[src/rtl/pipe_pkg.sv]
// rtl/pipe_pkg.sv - shared state encoding and occupancy decode for the skid stage
package pipe_pkg;

  typedef enum logic [1:0] {
    ST_EMPTY = 2'd0,
    ST_BUSY  = 2'd1,
    ST_FULL  = 2'd2
  } state_t;

  localparam logic [1:0] OCC_EMPTY = 2'd0;
  localparam logic [1:0] OCC_BUSY  = 2'd1;
  localparam logic [1:0] OCC_FULL  = 2'd2;

  // Number of held entries for a given state.
  function automatic logic [1:0] occ_of(input state_t s);
    case (s)
      ST_BUSY: occ_of = OCC_BUSY;
      ST_FULL: occ_of = OCC_FULL;
      default: occ_of = OCC_EMPTY;
    endcase
  endfunction

endpackage

[src/rtl/pipe_sat_cnt.sv]
// rtl/pipe_sat_cnt.sv - saturating event counter with synchronous clear
module pipe_sat_cnt #(
  parameter int CNT_W = 16
) (
  input  logic             clk,
  input  logic             rst,
  input  logic             inc,
  input  logic             clr,
  output logic [CNT_W-1:0] count
);

  localparam logic [CNT_W-1:0] ONE = CNT_W'(1);
  localparam logic [CNT_W-1:0] MAX = '1;

  // Count up on inc, stick at all-ones instead of wrapping.
  always_ff @(posedge clk) begin
    if (rst || clr) begin
      count <= '0;
    end else if (inc && (count != MAX)) begin
      count <= count + ONE;
    end
  end

endmodule

[src/rtl/pipe_skid_stage.sv]
// rtl/pipe_skid_stage.sv - two-entry registered pipeline stage with skid buffer
module pipe_skid_stage
  import pipe_pkg::*;
#(
  parameter int DATA_W = 32,
  parameter int NFIELD = 2,
  parameter int CNT_W  = 16
) (
  input  logic                     clk,
  input  logic                     rst,
  input  logic                     flush,
  input  logic                     in_valid,
  output logic                     in_ready,
  input  logic [NFIELD*DATA_W-1:0] in_data,
  output logic                     out_valid,
  input  logic                     out_ready,
  output logic [NFIELD*DATA_W-1:0] out_data,
  output logic [1:0]               occupancy,
  output logic [CNT_W-1:0]         stall_cnt
);

  localparam int W = NFIELD * DATA_W;

  state_t         state;
  state_t         state_n;
  logic [W-1:0]   main_q;
  logic [W-1:0]   main_n;
  logic [W-1:0]   skid_q;
  logic [W-1:0]   skid_n;
  logic           out_valid_q;
  logic [1:0]     occ_q;
  logic           in_fire;
  logic           out_fire;
  logic           stall_inc;

  // Ready depends only on registered state and reset, so upstream never sees
  // a combinational path from out_ready.
  assign in_ready  = (state != ST_FULL) && !rst;
  assign in_fire   = in_valid && in_ready;
  assign out_fire  = out_valid_q && out_ready;
  assign stall_inc = out_valid_q && !out_ready && !flush;

  assign out_valid = out_valid_q;
  assign out_data  = main_q;
  assign occupancy = occ_q;

  // Next-state and datapath steering; flush overrides any transfer.
  always_comb begin
    state_n = state;
    main_n  = main_q;
    skid_n  = skid_q;
    unique case (state)
      ST_EMPTY: begin
        if (in_fire) begin
          main_n  = in_data;
          state_n = ST_BUSY;
        end
      end
      ST_BUSY: begin
        if (in_fire && out_fire) begin
          main_n = in_data;
        end else if (in_fire) begin
          skid_n  = in_data;
          state_n = ST_FULL;
        end else if (out_fire) begin
          state_n = ST_EMPTY;
        end
      end
      ST_FULL: begin
        if (out_fire) begin
          main_n  = skid_q;
          state_n = ST_BUSY;
        end
      end
      default: begin
        state_n = ST_EMPTY;
      end
    endcase
    if (flush) begin
      state_n = ST_EMPTY;
      main_n  = '0;
      skid_n  = '0;
    end
  end

  // State, storage and registered status outputs.
  always_ff @(posedge clk) begin
    if (rst) begin
      state       <= ST_EMPTY;
      main_q      <= '0;
      skid_q      <= '0;
      out_valid_q <= 1'b0;
      occ_q       <= OCC_EMPTY;
    end else begin
      state       <= state_n;
      main_q      <= main_n;
      skid_q      <= skid_n;
      out_valid_q <= (state_n != ST_EMPTY);
      occ_q       <= occ_of(state_n);
    end
  end

  pipe_sat_cnt #(
    .CNT_W(CNT_W)
  ) u_stall_cnt (
    .clk  (clk),
    .rst  (rst),
    .inc  (stall_inc),
    .clr  (1'b0),
    .count(stall_cnt)
  );

endmodule

[config.mk]
export PLATFORM = sky130hd
export DESIGN_NAME = pipe_skid_stage
export DESIGN_NICKNAME = d
export VERILOG_FILES = /design/src/rtl/pipe_pkg.sv /design/src/rtl/pipe_sat_cnt.sv /design/src/rtl/pipe_skid_stage.sv
export SDC_FILE = /design/constraint.sdc
export NUM_CORES = 1
export LEC_CHECK = 0
export ABC_AREA = 1
export BUFFER_PORTS_ARGS = -buffer_cell sky130_fd_sc_hd__buf_2
export CORE_MARGIN = 1
export CORE_UTILIZATION = 59
export DETAILED_ROUTE_END_ITERATION = 16
export PLACE_DENSITY = 0.85
export SYNTH_ARGS = -nofsm -noshare
export SYNTH_HDL_FRONTEND = slang
export SYNTH_HIERARCHICAL = 1
export SYNTH_SLANG_ARGS = --single-unit
[constraint.sdc]
create_clock -name clk -period 3.5 [get_ports clk]
set_input_delay 0.35 -clock clk [delete_from_list [all_inputs] [get_ports clk]]
set_output_delay 0.35 -clock clk [all_outputs]
set_load 0.02 [all_outputs]
### After elaboration in Yosys (flattened, before gate mapping)

Index checks and enable logic that the tools add are counted.

* bits of input ports: 69
* ROM bits: 0
* memory bits (writable): 0
* memories: 0
* output and inout bits: 84
* latch bits: 0
* bits in registers: 149

* reductions and logical operators: 16
* shift-type cells: 0
* magnitude comparators: 0
* eq/ne operators: 9
* add/sub/neg operators: 1
* multipliers: 0
* bitwise gates (word level): 1
* multiplexer cells: 12
* divide/modulo/power cells: 0

Operator list (count)
* 64-bit two-way mux: 3
* 64-bit one-hot mux with 3 select lines: 1
* 16-bit by 1-bit adder with 16-bit output (second input constant): 1
* 16-bit inequality test (second input constant): 1
* 2-bit two-way mux: 6
* 2-bit inequality test (second input constant): 4
* 1-bit logical AND: 7
* 2-bit one-hot mux with 3 select lines: 1
* 2-bit by 1-bit equality test with 1-bit output (second input constant): 2
* 2-bit equality test (second input constant): 2
* 2-bit one-hot mux with 2 select lines: 1
* 4-bit AND reduction: 1
* 1-bit logical NOT: 3
* 3-bit AND reduction: 1
* 3-bit nonzero test: 1
* 2-bit logical NOT: 1
* 2-bit nonzero test: 1
* 2-bit OR reduction: 1
* 1-bit inverter: 1

### Depth between registers and ports, before layout

* depth after elaboration: 9
* gate-level depth with buffers: 10

### Hierarchy

The synthesis kept the hierarchy.

By module, submodules not included
* pipe_skid_stage: cells an instance 952, area an instance 6334.8 µm², times used 1
* pipe_sat_cnt: cells an instance 149, area an instance 950.9 µm², times used 1

### Least setup slack after synthesis

OpenSTA, ideal clock, no wires.

* path kind: flip-flop to flip-flop
* start point: register out_valid_q, in the netlist out_valid
* end point: register u_stall_cnt.count[14]
* setup slack: 1.791 ns
* setup time: 0.115 ns
* buffers on the path: 0
* arrival: 1.594 ns
* stages on the path, launching flop included: 9
* cell sequence: dfxtp_1 nor3b_1 inv_2 nor2_2 nand2_1 nor2_1 nand3_1 nand2_1 nor2_1

* longest elaborated chain between the ends: 3

Ends and longest elaborated chain
* start: declaration: line pipe_skid_stage.sv:30 `logic out_valid_q;`
* start signal: assignment: line pipe_skid_stage.sv:98 `out_valid_q <= (state_n != ST_EMPTY);`
* 1-bit logical AND (2 in a row): line pipe_skid_stage.sv:41 `assign stall_inc = out_valid_q && !out_ready && !flush;`
* named net stall_inc: line pipe_skid_stage.sv:34 `logic stall_inc;`
* 1-bit logical AND: line pipe_sat_cnt.sv:19 `end else if (inc && (count != MAX)) begin`
* end signal: assignment: line pipe_sat_cnt.sv:20 `count <= count + ONE;`
* end: declaration: line pipe_sat_cnt.sv:9 `output logic [CNT_W-1:0] count`

The timed path passes the listed nets, and every way through them passes these cells.
A chain may end at the register's enable or synchronous reset.

### Final worst setup path

* start point: register state[1]
* end point: output in_ready

* longest elaborated chain between the ends: 2

Ends and longest elaborated chain
* start: declaration: line pipe_skid_stage.sv:24 `state_t state;`
* start signal: assignment: line pipe_skid_stage.sv:95 `state <= state_n;`
* 2-bit inequality test: line pipe_skid_stage.sv:38 `assign in_ready = (state != ST_FULL) && !rst;`
* 1-bit logical AND: line pipe_skid_stage.sv:38
* end: declaration: line pipe_skid_stage.sv:13 `output logic in_ready,`

No other way between the ends.

==> out/metrics.yaml <==
yosys:
  ys.flop_type: "dfxtp_1"
  synth_cells: 1101
  yosysWarnings: 6
  synth-seq-area-share: 0.409
  synth_edf_count: 0
  yosys_register_bits: 149
  syn_area_um2: 7290
  synthDistinctLibCells: 30
  async_flop_share: 0
  yosysTopAreaCell: "dfxtp_1"
  synth.area.top_cells: "dfxtp_1 41%, nand2_1 12%, nand3_1 9.9%, nor2_1 8.4%, a21oi_1 5.2%"
  netlist.area_leader.share: 0.409
  postSynthAreaPerCell_um2: 6.62
  syn_nets: 1171
timing:
  fin_ws_ps: 1240
  relSlewSlack: 0.304
  rsz0062_at_grt: "no"
  hold_viol: 0
  setup_total_negative_slack_ps: 0
  timing.fmax_mhz: 442
  min_period_over_period: 0.647
  setup_violations: 0
  worst-slew-pin-transition_ps: 1040
  period_needed_ps: 2260
  fin_skew_ps: 4.69
  drv_slew: 0
floorplan:
  core.rowCount: 40
  core_area_um2: 12000
  fp.dieW_um: 113
  io_pins: 153
  initial_core_util: 0.607
  die_area_um2: 12800
  die_y_um: 113
cells_and_area:
  syn2layout_area_growth_pct: 17.2
  final_layout_size_suffix_gt1_frac: 0.181
  antennaDiodeCount: 0
  fill_cells: 1023
  fin_nets: 1268
flow_run:
  max_cap_viol_count: 0
power:
  ir_drop_v: 0.000303
  power.density_nw_per_um2: 480
  leakagePower_nw: 4.14
placement:
  numPortBuffers: 152
  hpwl_um: 11000
  gp_congestion: 0.832
  preCtsSetupSlack_ps: 1370
critical_path:
  start_kind: "register"
  criticalPathCategory: "reg -> out"
  cp.arrival_ps: 1910
  path_max_fanout: 54
  required_ps: 3150
  cp-end-kind: "primary output"
grt:
  grt_pass1_wl_um: 30000
  grt_use_total: 0.288
  grt_pass1_vias: 6403
  antenna_found_initial: 0
  grt_overflow_total: 0
  grt_max_degree: 130
route:
  viasPerCell: 5.37
  drt-pass1-iter-count: 5
  ant_nets: 0
  wire_per_inst_um: 13.5
  vias: 7292
  drt-initial-drc-count: 817
  wl_um: 18300
  drcViolationCount: 0
clocking:
  h-tree-depth: 4
  cts-resized-gates: 0
  postCtsSetupRepairBufs: 0
  cts_sinks: 149
  numCtsBuffers: 17
  clockBufferDepth: 2
  cts_tree: "built"
  cts-root-buf: "clkbuf_16"
  ctsHoldBuffers: 0
  insertion_delay_ps: 420
  clkSlewWorstSetupHoldPaths_ps: 60
min_path:
  hold_path.class: "in -> reg"
status:
  status: "complete, no violations"
cells by family after synthesis:
| group | share of synthesized area |
|---|---|
| other | 0.000515 |
| AOI/OAI and AO/OA | 0.102 |
| buffers and inverters | 0.111 |
| DFF | 0.409 |
| and+or+nand+nor | 0.376 |
| adders and majority gates | 0.00172 |
critical path: stages, from the launching register on:
cell and delay [ps]:
dfxtp_2 540, buf_4 550, a21oi_1 170, buf_2 210
placed cells by master, fill, tap and decap left out, drive strengths merged:
cell type / synthesis / layout
nor3b: 1 / 1
nor2: 172 / 172
clkbuf: 15 / 21
a21boi: 1 / 1
inv: 85 / 86
bufinv: 0 / 4
nor3: 65 / 65
nand4: 4 / 4
clkinvlp: 0 / 4
ha: 1 / 1
o21ai: 69 / 69
nand3: 146 / 146
conb: 1 / 1
dfxtp: 149 / 149
clkinv: 1 / 3
nand2: 244 / 244
buf: 71 / 164
a21oi: 76 / 76
path summary, 6_finish.rpt:
kind                     start            to  slack (ps)  cells after the start
setup / recovery      state[1]      in_ready        1240                      3
hold / removal     in_data[17]    skid_q[17]         180                      3
setup reg to reg      state[0]   out_data[0]        1300                      8
hold reg to reg   out_data[45]  out_data[45]         470                      2
synth_stat cells, types with 3 or more instances:
library cell and instances:
o21ai_0 57, buf_4 22, nor3_1 65, dfxtp_1 149, clkbuf_1 15, buf_2 39
nand2_1 238, nor2_4 5, nand4_1 3, buf_1 6, o21ai_1 11, nor2_2 3
buf_6 4, inv_2 3, nand2_2 5, nor2_1 164, nand3_1 144, inv_1 82
a21oi_1 75
per-stage QoR:
stage | instances | hold WS, ps | util | area [um^2] | total power [mW]
floorplan | 1101 | 464 | - | 7290 | 2.05
global placement | 1326 | 453 | 0.657 | 7900 | 2.16
detailed placement | 1326 | 461 | 0.657 | 7900 | 2.17
CTS | 1358 | 175 | 0.711 | 8540 | 4.11
global route | 1358 | 178 | 0.711 | 8540 | 4.24
finish | 1358 | 182 | 0.711 | 8540 | 4.10
per-layer routing:
layer / vias up / GRT usage / wire length (um)
li1: 3731 / - / -
met1: 3225 / 0.382 / 8290
met2: 295 / 0.452 / 8240
met3: 41 / 0.0648 / 1320
met4: 0 / 0.125 / 484
met5: - / 0 / 0
state kept, by name (all words and copies together), names as in the netlist:
| signal | flops |
|---|---|
| out_data | 64 |
| skid_q | 64 |
| u_stall_cnt/count | 16 |
| state | 2 |
| occupancy | 2 |
| out_valid | 1 |
where the power goes:
part | internal (mW) | switching (mW)
Clock | 1.25 | 0.712
Sequential | 1.73 | 0.0172
Combinational | 0.131 | 0.258
Total | 3.11 | 0.987
cell type report:
type	instances	area, um^2	area share
multi-input combinational	780	3520	0.412
sequential	149	2980	0.350
timing repair buffer	164	888	0.104
clock buffer	21	470	0.0551
inverter	86	323	0.0378
tap	147	184	0.0215
clock inverter	11	173	0.0202
(Power assumes the default switching activity.)
